==> config.mk <==
export PLATFORM = sky130hd
export DESIGN_NAME = seg7_bcd_reader
export DESIGN_NICKNAME = d
export VERILOG_FILES = /design/src/rtl/seg7_bcd_reader.sv
export SDC_FILE = /design/constraint.sdc
export NUM_CORES = 1
export LEC_CHECK = 0
export ABC_AREA = 1
export CAP_MARGIN = 20
export CORE_UTILIZATION = 56
export DETAILED_ROUTE_END_ITERATION = 10
export HOLD_SLACK_MARGIN = 0.08
export PLACE_DENSITY = 0.81
export SYNTH_ARGS = -nofsm -noshare
export SYNTH_HDL_FRONTEND = slang
export SYNTH_SLANG_ARGS = --single-unit
==> constraint.sdc <==
create_clock -name clk -period 4.7 [get_ports clk]
set_clock_uncertainty 0.1 [all_clocks]
set_input_delay 1.41 -clock clk [delete_from_list [all_inputs] [get_ports clk]]
set_output_delay 1.41 -clock clk [all_outputs]
set_load 0.01 [all_outputs]
==> src/rtl/seg7_bcd_reader.sv <==
// -----------------------------------------------------------------------------
// seg7_bcd_reader
//
// Reads a two-digit seven-segment display (plus a hundreds/overflow flag) and
// turns a stable, decodable pattern into BCD digits and an 8-bit binary value.
// The result is offered on a valid/ready handshake. A stable pattern that is
// not decodable produces a one-cycle err pulse.
//
// Every edge samples {ov_in, Seg_1, Seg_0}. A pattern is acted on only after
// STABLE_CYC consecutive edges have seen the same value. A pattern that has
// been handled once is not handled again until the input moves away from it.
//
// Optional feature macro: SEG7_BCD_READER_ERRCNT_EN
//   defined   : err_cnt counts err pulses, saturating at 255, cleared by rst
//   undefined : err_cnt is tied to 0
//
// Ports
//   clk      in   1  clock, all state changes on the rising edge
//   rst      in   1  synchronous active-high reset
//   Seg_0    in   7  ones digit segments, [6]=a .. [0]=g, active-high
//   Seg_1    in   7  tens digit segments, same bit order
//   ov_in    in   1  hundreds/overflow flag travelling with the digit pair
//   ready    in   1  downstream accepts the presented result
//   D0       out  4  ones BCD digit
//   D1       out  4  tens BCD digit
//   ov_out   out  1  overflow flag of the decoded pair
//   bin      out  8  100*ov_out + 10*D1 + D0
//   valid    out  1  result presented
//   err      out  1  one-cycle pulse for a stable, undecodable pattern
//   err_cnt  out  8  error count (see macro above)
// -----------------------------------------------------------------------------
module seg7_bcd_reader #(
    parameter int STABLE_CYC = 4      // legal range 2..255
) (
    input  logic       clk,
    input  logic       rst,
    input  logic [6:0] Seg_0,
    input  logic [6:0] Seg_1,
    input  logic       ov_in,
    input  logic       ready,
    output logic [3:0] D0,
    output logic [3:0] D1,
    output logic       ov_out,
    output logic [7:0] bin,
    output logic       valid,
    output logic       err,
    output logic [7:0] err_cnt
);

    localparam logic [7:0] CNT_MAX = 8'(STABLE_CYC - 1);

    typedef enum logic [1:0] {
        SETTLE   = 2'd0,
        PRESENT  = 2'd1,
        WAIT_CHG = 2'd2
    } state_t;

    state_t      r_state;
    state_t      w_state_next;
    logic [14:0] r_smp;
    logic [14:0] r_lastpat;
    logic [7:0]  r_cnt;
    logic [3:0]  r_d0;
    logic [3:0]  r_d1;
    logic        r_ov;
    logic [7:0]  r_bin;
    logic        r_valid;
    logic        r_err;

    logic [14:0] w_in;
    logic        w_same;
    logic        w_stable;
    logic        w_blank;
    logic        w_legal;
    logic [7:0]  w_bin;
    logic        w_take;
    logic        w_load;
    logic        w_err_set;
    logic        w_valid_clr;

    // Decoded digits: [4] = pattern is a legal digit, [3:0] = digit value.
    logic [6:0]  w_seg [2];
    logic [4:0]  w_dec [2];

    assign w_in     = {ov_in, Seg_1, Seg_0};
    assign w_same   = (w_in == r_smp);
    // r_cnt saturated means the previous STABLE_CYC samples matched; the
    // current input must match as well for the pattern to count as stable.
    assign w_stable = w_same && (r_cnt == CNT_MAX);
    assign w_seg[0] = Seg_0;
    assign w_seg[1] = Seg_1;

    function automatic logic [4:0] seg_decode(input logic [6:0] p);
        case (p)
            7'h7E:   return {1'b1, 4'd0};
            7'h30:   return {1'b1, 4'd1};
            7'h6D:   return {1'b1, 4'd2};
            7'h79:   return {1'b1, 4'd3};
            7'h33:   return {1'b1, 4'd4};
            7'h5B:   return {1'b1, 4'd5};
            7'h5F:   return {1'b1, 4'd6};
            7'h70:   return {1'b1, 4'd7};
            7'h7F:   return {1'b1, 4'd8};
            7'h7B:   return {1'b1, 4'd9};
            // A single blank digit next to a lit one is not decodable either.
            default: return 5'd0;
        endcase
    endfunction

    genvar gi;
    generate
        for (gi = 0; gi < 2; gi++) begin : g_dec
            assign w_dec[gi] = seg_decode(w_seg[gi]);
        end
    endgenerate

    assign w_blank = (Seg_0 == 7'h00) && (Seg_1 == 7'h00);
    assign w_legal = w_dec[0][4] && w_dec[1][4];
    assign w_bin   = (ov_in ? 8'd100 : 8'd0)
                   + ({4'd0, w_dec[1][3:0]} * 8'd10)
                   + {4'd0, w_dec[0][3:0]};

    always_comb begin
        w_state_next = r_state;
        w_take       = 1'b0;
        w_load       = 1'b0;
        w_err_set    = 1'b0;
        w_valid_clr  = 1'b0;
        case (r_state)
            SETTLE: begin
                if (w_stable) begin
                    w_take = 1'b1;
                    if (w_blank) begin
                        w_state_next = WAIT_CHG;
                    end else if (w_legal) begin
                        w_load       = 1'b1;
                        w_state_next = PRESENT;
                    end else begin
                        w_err_set    = 1'b1;
                        w_state_next = WAIT_CHG;
                    end
                end
            end
            PRESENT: begin
                if (ready) begin
                    w_valid_clr  = 1'b1;
                    w_state_next = WAIT_CHG;
                end
            end
            WAIT_CHG: begin
                // Re-arm only once the display shows something new.
                if (w_in != r_lastpat) begin
                    w_state_next = SETTLE;
                end
            end
            default: w_state_next = SETTLE;
        endcase
    end

    always_ff @(posedge clk) begin
        if (rst) begin
            r_state   <= SETTLE;
            r_smp     <= '0;
            r_cnt     <= '0;
            r_lastpat <= '0;
            r_d0      <= '0;
            r_d1      <= '0;
            r_ov      <= 1'b0;
            r_bin     <= '0;
            r_valid   <= 1'b0;
            r_err     <= 1'b0;
        end else begin
            r_state <= w_state_next;
            r_smp   <= w_in;
            if (!w_same) begin
                r_cnt <= '0;
            end else if (r_cnt != CNT_MAX) begin
                r_cnt <= r_cnt + 8'd1;
            end
            if (w_take) begin
                r_lastpat <= w_in;
            end
            if (w_load) begin
                r_d0    <= w_dec[0][3:0];
                r_d1    <= w_dec[1][3:0];
                r_ov    <= ov_in;
                r_bin   <= w_bin;
                r_valid <= 1'b1;
            end else if (w_valid_clr) begin
                r_valid <= 1'b0;
            end
            r_err <= w_err_set;
        end
    end

`ifdef SEG7_BCD_READER_ERRCNT_EN
    logic [7:0] r_err_cnt;

    always_ff @(posedge clk) begin
        if (rst) begin
            r_err_cnt <= '0;
        end else if (w_err_set && (r_err_cnt != 8'hFF)) begin
            r_err_cnt <= r_err_cnt + 8'd1;
        end
    end

    assign err_cnt = r_err_cnt;
`else
    assign err_cnt = 8'd0;
`endif

    assign D0     = r_d0;
    assign D1     = r_d1;
    assign ov_out = r_ov;
    assign bin    = r_bin;
    assign valid  = r_valid;
    assign err    = r_err;

endmodule

## After elaboration in Yosys (flattened, before gate mapping)

Index checks and enable logic that the tools add are counted.

| word-level totals | value |
|---|---|
| output and inout port bits | 27 |
| input port bits | 18 |
| register bits after elaboration | 59 |

| operators by class | value |
|---|---|
| reduce and logical (&&, ||, !) cells | 10 |
| muxes and demuxes | 20 |
| $mul | 1 |
| bitwise logic cells | 3 |
| add/subtract/negate cells | 3 |
| equality and inequality tests | 29 |

Operators by type and width:

| kind | count |
|---|---|
| $eq A7 B7 Y1 const B | 16 |
| $pmux W5 S10 | 2 |
| $eq A7 B6 Y1 const B | 4 |
| $eq A15 B15 Y1 | 1 |
| $ne A15 B15 Y1 | 1 |
| $logic_not A7 Y1 | 2 |
| $mux W1 | 11 |
| $mux W2 | 5 |
| $add A7 B8 Y8 | 1 |
| $add A8 B1 Y8 const B | 1 |
| $add A8 B4 Y8 | 1 |
| $eq A8 B2 Y1 const B | 1 |
| $ne A8 B2 Y1 const B | 1 |
| $mul A4 B3 Y7 const B | 1 |
| $mux W7 | 1 |
| $ne A2 B2 Y1 const B | 3 |
| $pmux W2 S3 | 1 |
| $reduce_or A4 Y1 | 1 |
| $logic_and A1 B1 Y1 | 3 |
| $not A1 Y1 | 3 |
| $reduce_and A3 Y1 | 1 |
| $eq A2 B1 Y1 const B | 1 |
| $eq A2 B2 Y1 const B | 1 |
| $logic_not A2 Y1 | 1 |
| other kinds (2) | 2 |

## Logic depth before layout (Yosys ltp)

Gate-level depths: netlist of the first run.

| depth | value |
|---|---|
| word-level depth | 8 |
| mapped depth | 24 |
| gate-level depth less buffers | 23 |

## Worst setup path before layout of the first run

No wires, ideal clock.

| timing | value |
|---|---|
| path type | input-to-reg |
| from | input port Seg_1[4] |
| to | register r_bin[7] (netlist: bin[7]) |
| arrival time | 4.076 ns |
| stages | 21 |
| path slack | 0.397 ns |
| buffers on the path | 1 |
| data required time | 4.472 ns |
| cells stage by stage | buf_4 -> nand2_2 -> nor2_4 -> nand3_1 -> o21ai_1 -> nor2_1 -> inv_1 -> ha_1 -> ha_1 -> inv_1 -> fa_1 -> xor2_1 -> ha_1 -> ha_1 -> nand2_1 -> o21bai_1 -> nand3_1 -> nand2_1 -> nand3_1 -> nand2_1 -> nor2_1 |

RTL lines:

| what | line | text |
|---|---|---|
| from (decl) | 38 | `input logic [6:0] Seg_1,` |
| to (signal assigned) | 187 | `r_bin <= w_bin;` |
| to (decl) | 66 | `logic [7:0] r_bin;` |

==> impl_metrics.yaml, run 1 <==
outcome:
  outcome: "complete, no violations"
power_and_ir_drop:
  pwr-share-comb_pct: 15.1
  leakage_nw: 2.26
  internal_power_w: 0.000902
  seq_power_share_pct: 41.9
  power_density_nw_per_um2: 272
  switching_share_pct: 26.3
  p_clk_share_pct: 43.0
  p_sw_w: 0.000322
  vdd.ir_drop.worst_uv: 244
synthesis:
  netlist_area_um2: 3650
  yosysTopAreaCell: "dfxtp_1"
  synthCells: 574
  syn_avg_cell_area_um2: 6.36
  synth_cell_types: 31
  synth_most_common_cell: "nand2_1"
  synth_top_area_share_pct: 31.8
  synth_seq_area_share_pct: 31.8
  async_flop_share_pct: 0
  synth_common_cells: "143 x nand2_1, 126 x nor2_1, 66 x inv_1, 58 x dfxtp_1, 38 x nand3_1"
  synth-edff-count: 0
  synth_area_leaders: "dfxtp_1 32%, nand2_1 15%, nor2_1 13%"
  synth_top_flop_cell: "dfxtp_1"
  synth-seq-cells: 58
  yosysWarnings: 0
final_layout:
  multi_input_area_um2: 2020
  utilization_pct: 71.2
  final_nets: 673
  n_antenna_cell: 0
  seq_area_um2: 1160
  postLayoutCellArea_um2: 4500
  fillers: 498
  fin_cells: 721
  drive_gt1_share_pct: 14.3
  area_delta_synth_final_pct: 23.3
clocking:
  clk_latency_ps: 350
  clockBufferDepth: 2
  numCtsBuffers: 9
  clkTransAtPathRegs_ps: 60
  cts_sinks: 58
  htreeDepth: 3
  cts_root_buf: "clkbuf_8"
  cts_tree: "built"
  holdBufCountCts: 0
hold_path:
  whs_path_depth: 2
  hold_path.startpoint: "r_lastpat[0]$_SDFFE_PP0P_"
  hold_path_end: "r_lastpat[0]$_SDFFE_PP0P_"
  hold_class: "register to register"
setup_path:
  critPathTopFamily: "adder cells"
  timing.rr.start: "r_cnt[0]$_SDFFE_PP0P_"
  critical_path_class: "primary input to register"
  crit_path_end_kind: "register"
  crit_required_ps: 4820
  reg2reg_depth: 9
  critPathMaxFanout: 4
  cpMaxStageDelayCell: "clkdlybuf4s50_1"
  cp.arrival_ps: 4640
  slowest_delay_ps: 560
  reg2reg_setup_slack_ps: 2650
  crit_chain: "clkdlybuf4s50_1, nand4_1, o21ai_2, nor2_1, inv_1, ha_1, ha_2, inv_1, fa_1, xor2_1, ha_1, ha_1, nand2_1, o21bai_1, nand3_1, nand2_1, nand3_1, nand2_1, nor2_1"
  critical_path_buf_inv_count: 3
  start_kind: "primary input"
  r2r-end: "D0[2]$_SDFFE_PP0P_"
grt:
  antenna_found_initial: 0
  grt_pass1_wl_mm: 14.2
  grt_overflow_total: 0
  track_usage_pct: 27.7
  grt_pass1_vias: 3371
  grt_max_degree: 21
timing:
  rsz0062_at_grt: "no"
  finalMaxSlewViolations: 0
  final.min_clock_period_ps: 4520
  worst_slack_ps: 183
  setup_viol: 0
  hold_viol: 0
  fin_crit_sh_pct: 96.1
  fmax_mhz: 221
drt:
  via_count: 3611
  ant_nets: 0
  initialDrtViolationCount: 186
  dr.pass1.iters: 5
  wl_per_cell_um: 12.1
  drc: 0
  drt-total-wl_mm: 8.72
  viasPerCell: 5.01
place:
  port_buffers: 36
  dpl.cell_count: 705
  dp_slack_ps: -236
  gp_congestion: 0.877
  placed_area_um2: 4230
  hpwl_mm: 6.41
floorplan:
  num_rows: 29
  die_x_um: 82.7
  core-area_um2: 6310
  die_area_um2: 6840
  die_h_um: 82.7
  boundaryPins: 45
  initial_core_util_pct: 57.8
job:
  maxCapViolations: 0
==> metal layers <==
metal | global-route usage [%] | share of wire (%)
met1 | 33.1 | 45
met2 | 47.0 | 48
met5 | 0 | 0
met3 | 5.27 | 5.3
met4 | 14.3 | 2.6
==> cell families (layout without fill, tap and decap cells) <==
kind of cell,after synthesis,in the layout,synth area share (%)
AND/OR/NAND/NOR,337,337,38.7
buffers and inverters,111,173,14.1
flip-flops,58,58,31.8
AO/OA/AOI/OAI,30,30,4.39
XOR/XNOR,21,21,5.04
adder cells (fa/ha/maj),15,15,5.76
other,2,10,0.206
==> sequential cells by signal (all words and copies together), names as in the netlist <==
| signal | cells |
|---|---|
| r_state | 2 |
| bin | 7 |
| r_smp | 15 |
| D1 | 4 |
| valid | 1 |
| r_lastpat | 15 |
| ov_out | 1 |
| r_cnt | 8 |
| err | 1 |
| D0 | 4 |
==> final cells by class <==
type	instances	share of cell area, %
repair buffers	79	15.5
well taps	77	2.14
flip-flops and latches	58	25.8
clock buffers	11	3.37
clock inverters	4	1.67
multi-input cells	413	44.9
inverters	79	6.59
==> how the worst max path moves through the flow <==
stage                   from                   to  slack, ps  depth (start not counted)
finish              Seg_1[2]  bin[7]$_SDFFE_PP0P_        180                         19
floorplan           Seg_1[4]  bin[7]$_SDFFE_PP0P_        400                         21
global placement    Seg_1[3]  bin[7]$_SDFFE_PP0P_       -110                         23
global route        Seg_1[2]  bin[7]$_SDFFE_PP0P_          8                         22
CTS                 Seg_1[3]  bin[7]$_SDFFE_PP0P_         90                         23
detailed placement  Seg_1[3]  bin[7]$_SDFFE_PP0P_       -240                         23
==> worst min-delay path, cell delays in order (launching register included) <==
cell and delay [ps]:
dfxtp_1 310, inv_1 60, a21oi_1 50
==> layout by cell type, fill, tap and decap left out, drive strengths merged <==
cell           instances
nand2                148
nor2                 137
inv                   79
dfxtp                 58
buf                   43
nand3                 39
clkdlybuf4s50         30
o21ai                 18
xor2                  17
ha                    12
clkbuf                11
conb                  10
a21oi                  8
nand4                  6
dlymetal6s2s           6
xnor2                  4
nor3                   4
fa                     3
nor4                   2
bufinv                 2
clkinvlp               2
o221ai                 1
o21bai                 1
a211oi                 1
a31oi                  1
nand3b                 1
==> through the flow <==
step	total power, W	hold WS (ps)	TNS (ps)
2_1_floorplan	0.000650	344	0
3_3_place_gp	0.000697	353	-150
3_5_place_dp	0.000704	366	-423
4_1_cts	0.00123	375	0
5_1_grt	0.00128	399	0
6_report	0.00122	374	0
==> timing repair <==
action                                  4_1_cts  5_1_grt
buffers inserted                              0        1
gates resized for setup                       0       10
endpoints found under the setup margin        0        2
==> power groups by stage <==
stage	sequential, W	clock (W)	combinational [W]
global route	0.000514	0.000553	0.000209
detailed placement	0.000524	0	0.000179
floorplan	0.000522	0	0.000127
global placement	0.000524	0	0.000173
finish	0.000513	0.000526	0.000185
CTS	0.000513	0.000533	0.000182
Note: power is estimated with default switching activity, not from simulation.
==> run 2, diff against run 1 <==
Settings changed: GPL_ROUTABILITY_DRIVEN from default to 0, TNS_END_PERCENT from default to 50.
==> impl_metrics.yaml, run 2 (synthesis gave the netlist of run 1 again) <==
final_layout:
  fillers: 511
  n_antenna_cell: 0
  final_nets: 674
  drive_gt1_share_pct: 14.2
  reg_top3: "r_lastpat: 15 flops, r_smp: 15 flops, r_cnt: 8 flops"
  layout_commonest_cell: "nand2_1"
  final_cell_mix: "143 x nand2_1, 125 x nor2_1, 66 x inv_1"
  area_delta_synth_final_pct: 22.6
setup_path:
  start_kind: "primary input"
  crit_required_ps: 4830
  critical_path_class: "primary input to register"
  critPathMaxFanout: 5
  cp.arrival_ps: 4380
  crit_path_end_kind: "register"
clocking:
  htreeDepth: 3
  clockBufferDepth: 2
  cts_root_buf: "clkbuf_8"
  cts_sinks: 58
  holdBufCountCts: 0
  clkTransAtPathRegs_ps: 70
  cts_tree: "built"
  clk_latency_ps: 340
  numCtsBuffers: 9
timing:
  fin_crit_sh_pct: 90.5
  finalMaxSlewViolations: 0
  fmax_mhz: 235
  rsz0062_at_grt: "no"
  worst_slack_ps: 449
  final.min_clock_period_ps: 4250
  setup_viol: 0
  hold_viol: 0
power_and_ir_drop:
  vdd.ir_drop.worst_uv: 226
  leakage_nw: 2.26
  power_density_nw_per_um2: 253
  power.total_w: 0.00113
drt:
  viasPerCell: 4.94
  drt-total-wl_mm: 8.55
  ant_nets: 0
  drc: 0
  dr.pass1.iters: 4
  wl_per_cell_um: 11.8
  initialDrtViolationCount: 143
  via_count: 3575
floorplan:
  core-area_um2: 6310
  boundaryPins: 45
  die_area_um2: 6840
  num_rows: 29
  die_x_um: 82.7
  die_h_um: 82.7
  initial_core_util_pct: 57.8
grt:
  grt_max_degree: 21
  grt_overflow_total: 0
  track_usage_pct: 27.0
  grt_pass1_wl_mm: 13.6
  grt_pass1_vias: 3297
  antenna_found_initial: 0
hold_path:
  hold_class: "register to register"
place:
  port_buffers: 36
  dp_slack_ps: -271
  hpwl_mm: 6.36
outcome:
  outcome: "complete, no violations"
job:
  maxCapViolations: 0
==> run 2: what timing repair did <==
action | CTS | global route
setup endpoints to repair | 0 | 2
setup buffers | 0 | 1
gates resized for setup | 0 | 11
==> run 2: path summary, 6_finish.rpt <==
check	startpoint	end	slack (ps)	depth (start not counted)
worst min-delay path	valid$_SDFFE_PP0P_	valid$_SDFFE_PP0P_	360	2
worst min register to register	valid$_SDFFE_PP0P_	valid$_SDFFE_PP0P_	360	2
worst max register to register	r_cnt[0]$_SDFFE_PP0P_	D0[2]$_SDFFE_PP0P_	2590	8
worst max-delay path	Seg_0[5]	bin[6]$_SDFFE_PP0P_	450	17
==> run 2: metrics by stage <==
| stage | area [um2] | cells | TNS (ps) | utilization (%) | hold slack [ps] |
|---|---|---|---|---|---|
| after floorplan | 3680 | 582 | 0 | - | 344 |
| after global placement | 4240 | 706 | -153 | 67.2 | 351 |
| after detailed placement | 4240 | 706 | -465 | 67.2 | 358 |
| after CTS | 4430 | 722 | 0 | 70.2 | 369 |
| after global routing | 4470 | 723 | 0 | 70.9 | 384 |
| final | 4470 | 723 | 0 | 70.9 | 362 |
==> run 2: report_power, final <==
part | internal (W) | leakage (nW) | total [W] | switching [W]
clock network | 0.000234 | 0.0879 | 0.000437 | 0.000203
registers | 0.000505 | 0.472 | 0.000513 | 0.00000851
logic | 0.0000729 | 1.70 | 0.000183 | 0.000110
==> run 2: cell type report <==
type | count | area (um2) | share of cell area [%]
timing repair buffer | 80 | 708 | 15.8
tap | 77 | 96.3 | 2.15
clock inverter | 3 | 22.5 | 0.503
clock buffer | 13 | 169 | 3.78
sequential | 58 | 1160 | 26.0
inverter | 79 | 297 | 6.63
multi-input combinational | 413 | 2020 | 45.2
==> run 2: routing by layer <==
layer	vias up	routed length [um]	track usage, %
met5	-	0	0
met4	0	274	12.6
met3	23	552	8.02
met2	87	4120	47.2
met1	1604	3610	29.8
li1	1861	-	-
==> run 2: worst max-delay path, cell delays in order <==
cell and delay [ps]:
clkdlybuf4s50_1 620, inv_2 100, nor2_2 220, nand3_1 130, nand4_1 150, inv_1 70
fa_1 480, inv_1 40, ha_1 210, fa_1 390, nand2_1 80, nand2_1 50
nand2_1 70, xor2_1 140, nand3_1 80, nand2_1 90, nor2_1 40
==> run 3, diff against run 2 <==
Clock period 4.7 ns to 4.85 ns, I/O delays scaled along.
==> impl_metrics.yaml, run 3 (synthesis gave the netlist of run 1 again) <==
clocking:
  clkTransAtPathRegs_ps: 70
  clk_latency_ps: 340
  cts_setup_buffers: 0
  numCtsBuffers: 9
  cts_root_buf: "clkbuf_8"
  holdBufCountCts: 0
  cts_sinks: 58
  cts_resized: 0
  htreeDepth: 3
  clockBufferDepth: 2
  cts_tree: "built"
grt:
  grt_max_degree: 22
  antenna_found_initial: 0
  grt_pass1_wl_mm: 13.2
  grt_overflow_total: 0
  track_usage_pct: 25.7
  grt_pass1_vias: 3112
power_and_ir_drop:
  p_clk_share_pct: 36.8
  switching_share_pct: 30.2
  internal_power_w: 0.000738
  seq_power_share_pct: 47.0
  pwr-share-comb_pct: 16.1
  vdd.ir_drop.worst_uv: 238
  leakage_nw: 2.13
  p_sw_w: 0.000319
  power_density_nw_per_um2: 244
drt:
  drt-total-wl_mm: 8.25
  viasPerCell: 4.96
  ant_nets: 0
  dr.pass1.iters: 5
  initialDrtViolationCount: 177
  via_count: 3528
  drc: 0
  wl_per_cell_um: 11.6
setup_path:
  reg2reg_setup_slack_ps: 2790
  startpoint: "Seg_1[0]"
  start_kind: "primary input"
  r2r-end: "bin[5]$_SDFFE_PP0P_"
  cp.arrival_ps: 4750
  critical_path_class: "primary input to register"
  critPathTopFamily: "adder cells"
  cpMaxStageDelayCell: "clkdlybuf4s50_1"
  crit_path_end_kind: "register"
  path_common_cell: "nand2_1"
  slowest_delay_ps: 570
  timing.rr.start: "r_cnt[0]$_SDFFE_PP0P_"
  reg2reg_depth: 9
  crit_required_ps: 4980
  critical_path_buf_inv_count: 5
  crit_end: "bin[7]$_SDFFE_PP0P_"
  critPathMaxFanout: 4
  crit_cells: 23
  crit_chain: "clkdlybuf4s50_1, nand2_1, inv_1, nand2_1, nor2_1, inv_1, nand2_1, nor2_1, inv_1, ha_1, ha_1, inv_1, fa_1, xor2_1, ha_1, ha_1, nand2_1, o21bai_2, nand3_1, nand2_1, nand3_1, nand2_1, nor2_1"
timing:
  finalMaxSlewViolations: 0
  fin_crit_sh_pct: 95.4
  final.min_clock_period_ps: 4630
  fmax_mhz: 216
  rsz0062_at_grt: "no"
  worst_slack_ps: 224
  hold_viol: 0
  setup_viol: 0
final_layout:
  final_cell_mix: "143 x nand2_1, 126 x nor2_1, 66 x inv_1"
  reg_top3: "r_lastpat: 15 flops, r_smp: 15 flops, r_cnt: 8 flops"
  area_delta_synth_final_pct: 18.8
  layout_commonest_cell: "nand2_1"
  n_antenna_cell: 0
  utilization_pct: 68.7
  fin_cells: 711
  drive_gt1_share_pct: 12.5
  final_nets: 662
floorplan:
  boundaryPins: 45
  core-area_um2: 6310
  initial_core_util_pct: 57.8
  die_h_um: 82.7
  die_x_um: 82.7
  num_rows: 29
  die_area_um2: 6840
hold_path:
  hold_class: "register to register"
  hold_path.startpoint: "valid$_SDFFE_PP0P_"
outcome:
  outcome: "complete, no violations"
job:
  maxCapViolations: 0
place:
  port_buffers: 36
  dp_slack_ps: -183
  dpl.cell_count: 695
  hpwl_mm: 6.10
## run 3: cell types whose count changed in the layout (fill, tap and decap cells not counted), sizes merged
cell / before / now
buf: 44 / 32
clkbuf: 13 / 9
clkdlybuf4s50: 29 / 35
clkinv: 0 / 4
dlymetal6s2s: 7 / 1
## run 3: metrics by stage
stage	cell area [um2]	setup TNS [ps]	hold slack, ps	total power (W)
2_1_floorplan	3680	0	344	0.000630
3_3_place_gp	4160	0	351	0.000670
3_5_place_dp	4160	-272	354	0.000676
4_1_cts	4330	0	365	0.00106
5_1_grt	4340	0	391	0.00111
6_report	4340	0	365	0.00106
## run 3: power by group through the flow
stage | Sequential [W] | Combinational [W] | Clock, W
after floorplan | 0.000506 | 0.000124 | 0
after global placement | 0.000507 | 0.000163 | 0
after detailed placement | 0.000508 | 0.000168 | 0
after CTS | 0.000497 | 0.000170 | 0.000393
after global routing | 0.000499 | 0.000192 | 0.000421
final | 0.000497 | 0.000171 | 0.000389
## run 3: worst min-delay path by stage
stage,end,slack [ps],cells after the start
after detailed placement,valid$_SDFFE_PP0P_,350,2
after global placement,r_lastpat[1]$_SDFFE_PP0P_,350,2
after CTS,valid$_SDFFE_PP0P_,370,2
after floorplan,r_lastpat[1]$_SDFFE_PP0P_,340,2
after global routing,r_lastpat[2]$_SDFFE_PP0P_,390,2
final,valid$_SDFFE_PP0P_,370,2
## run 3: tightest hold or removal path, stage by stage, from the launching register on
cell     delay, ps
dfxtp_1        310
nand2_1         60
a21oi_1         50
## run 3: per-layer routing
| metal | vias to the layer above | global-route usage, % | wire length (um) |
|---|---|---|---|
| met2 | 112 | 43.3 | 3860 |
| met3 | 20 | 6.37 | 507 |
| met4 | 0 | 10.0 | 161 |
| li1 | 1833 | - | - |
| met5 | - | 0 | 0 |
| met1 | 1563 | 31.4 | 3720 |
## run 3: layout make-up
cell class / instances / area, um2
clock buffers: 9 / 124
well taps: 77 / 96.3
flip-flops and latches: 58 / 1160
repair buffers: 68 / 603
clock inverters: 7 / 46.3
multi-input cells: 413 / 2010
fillers: 564 / 1980
inverters: 79 / 297
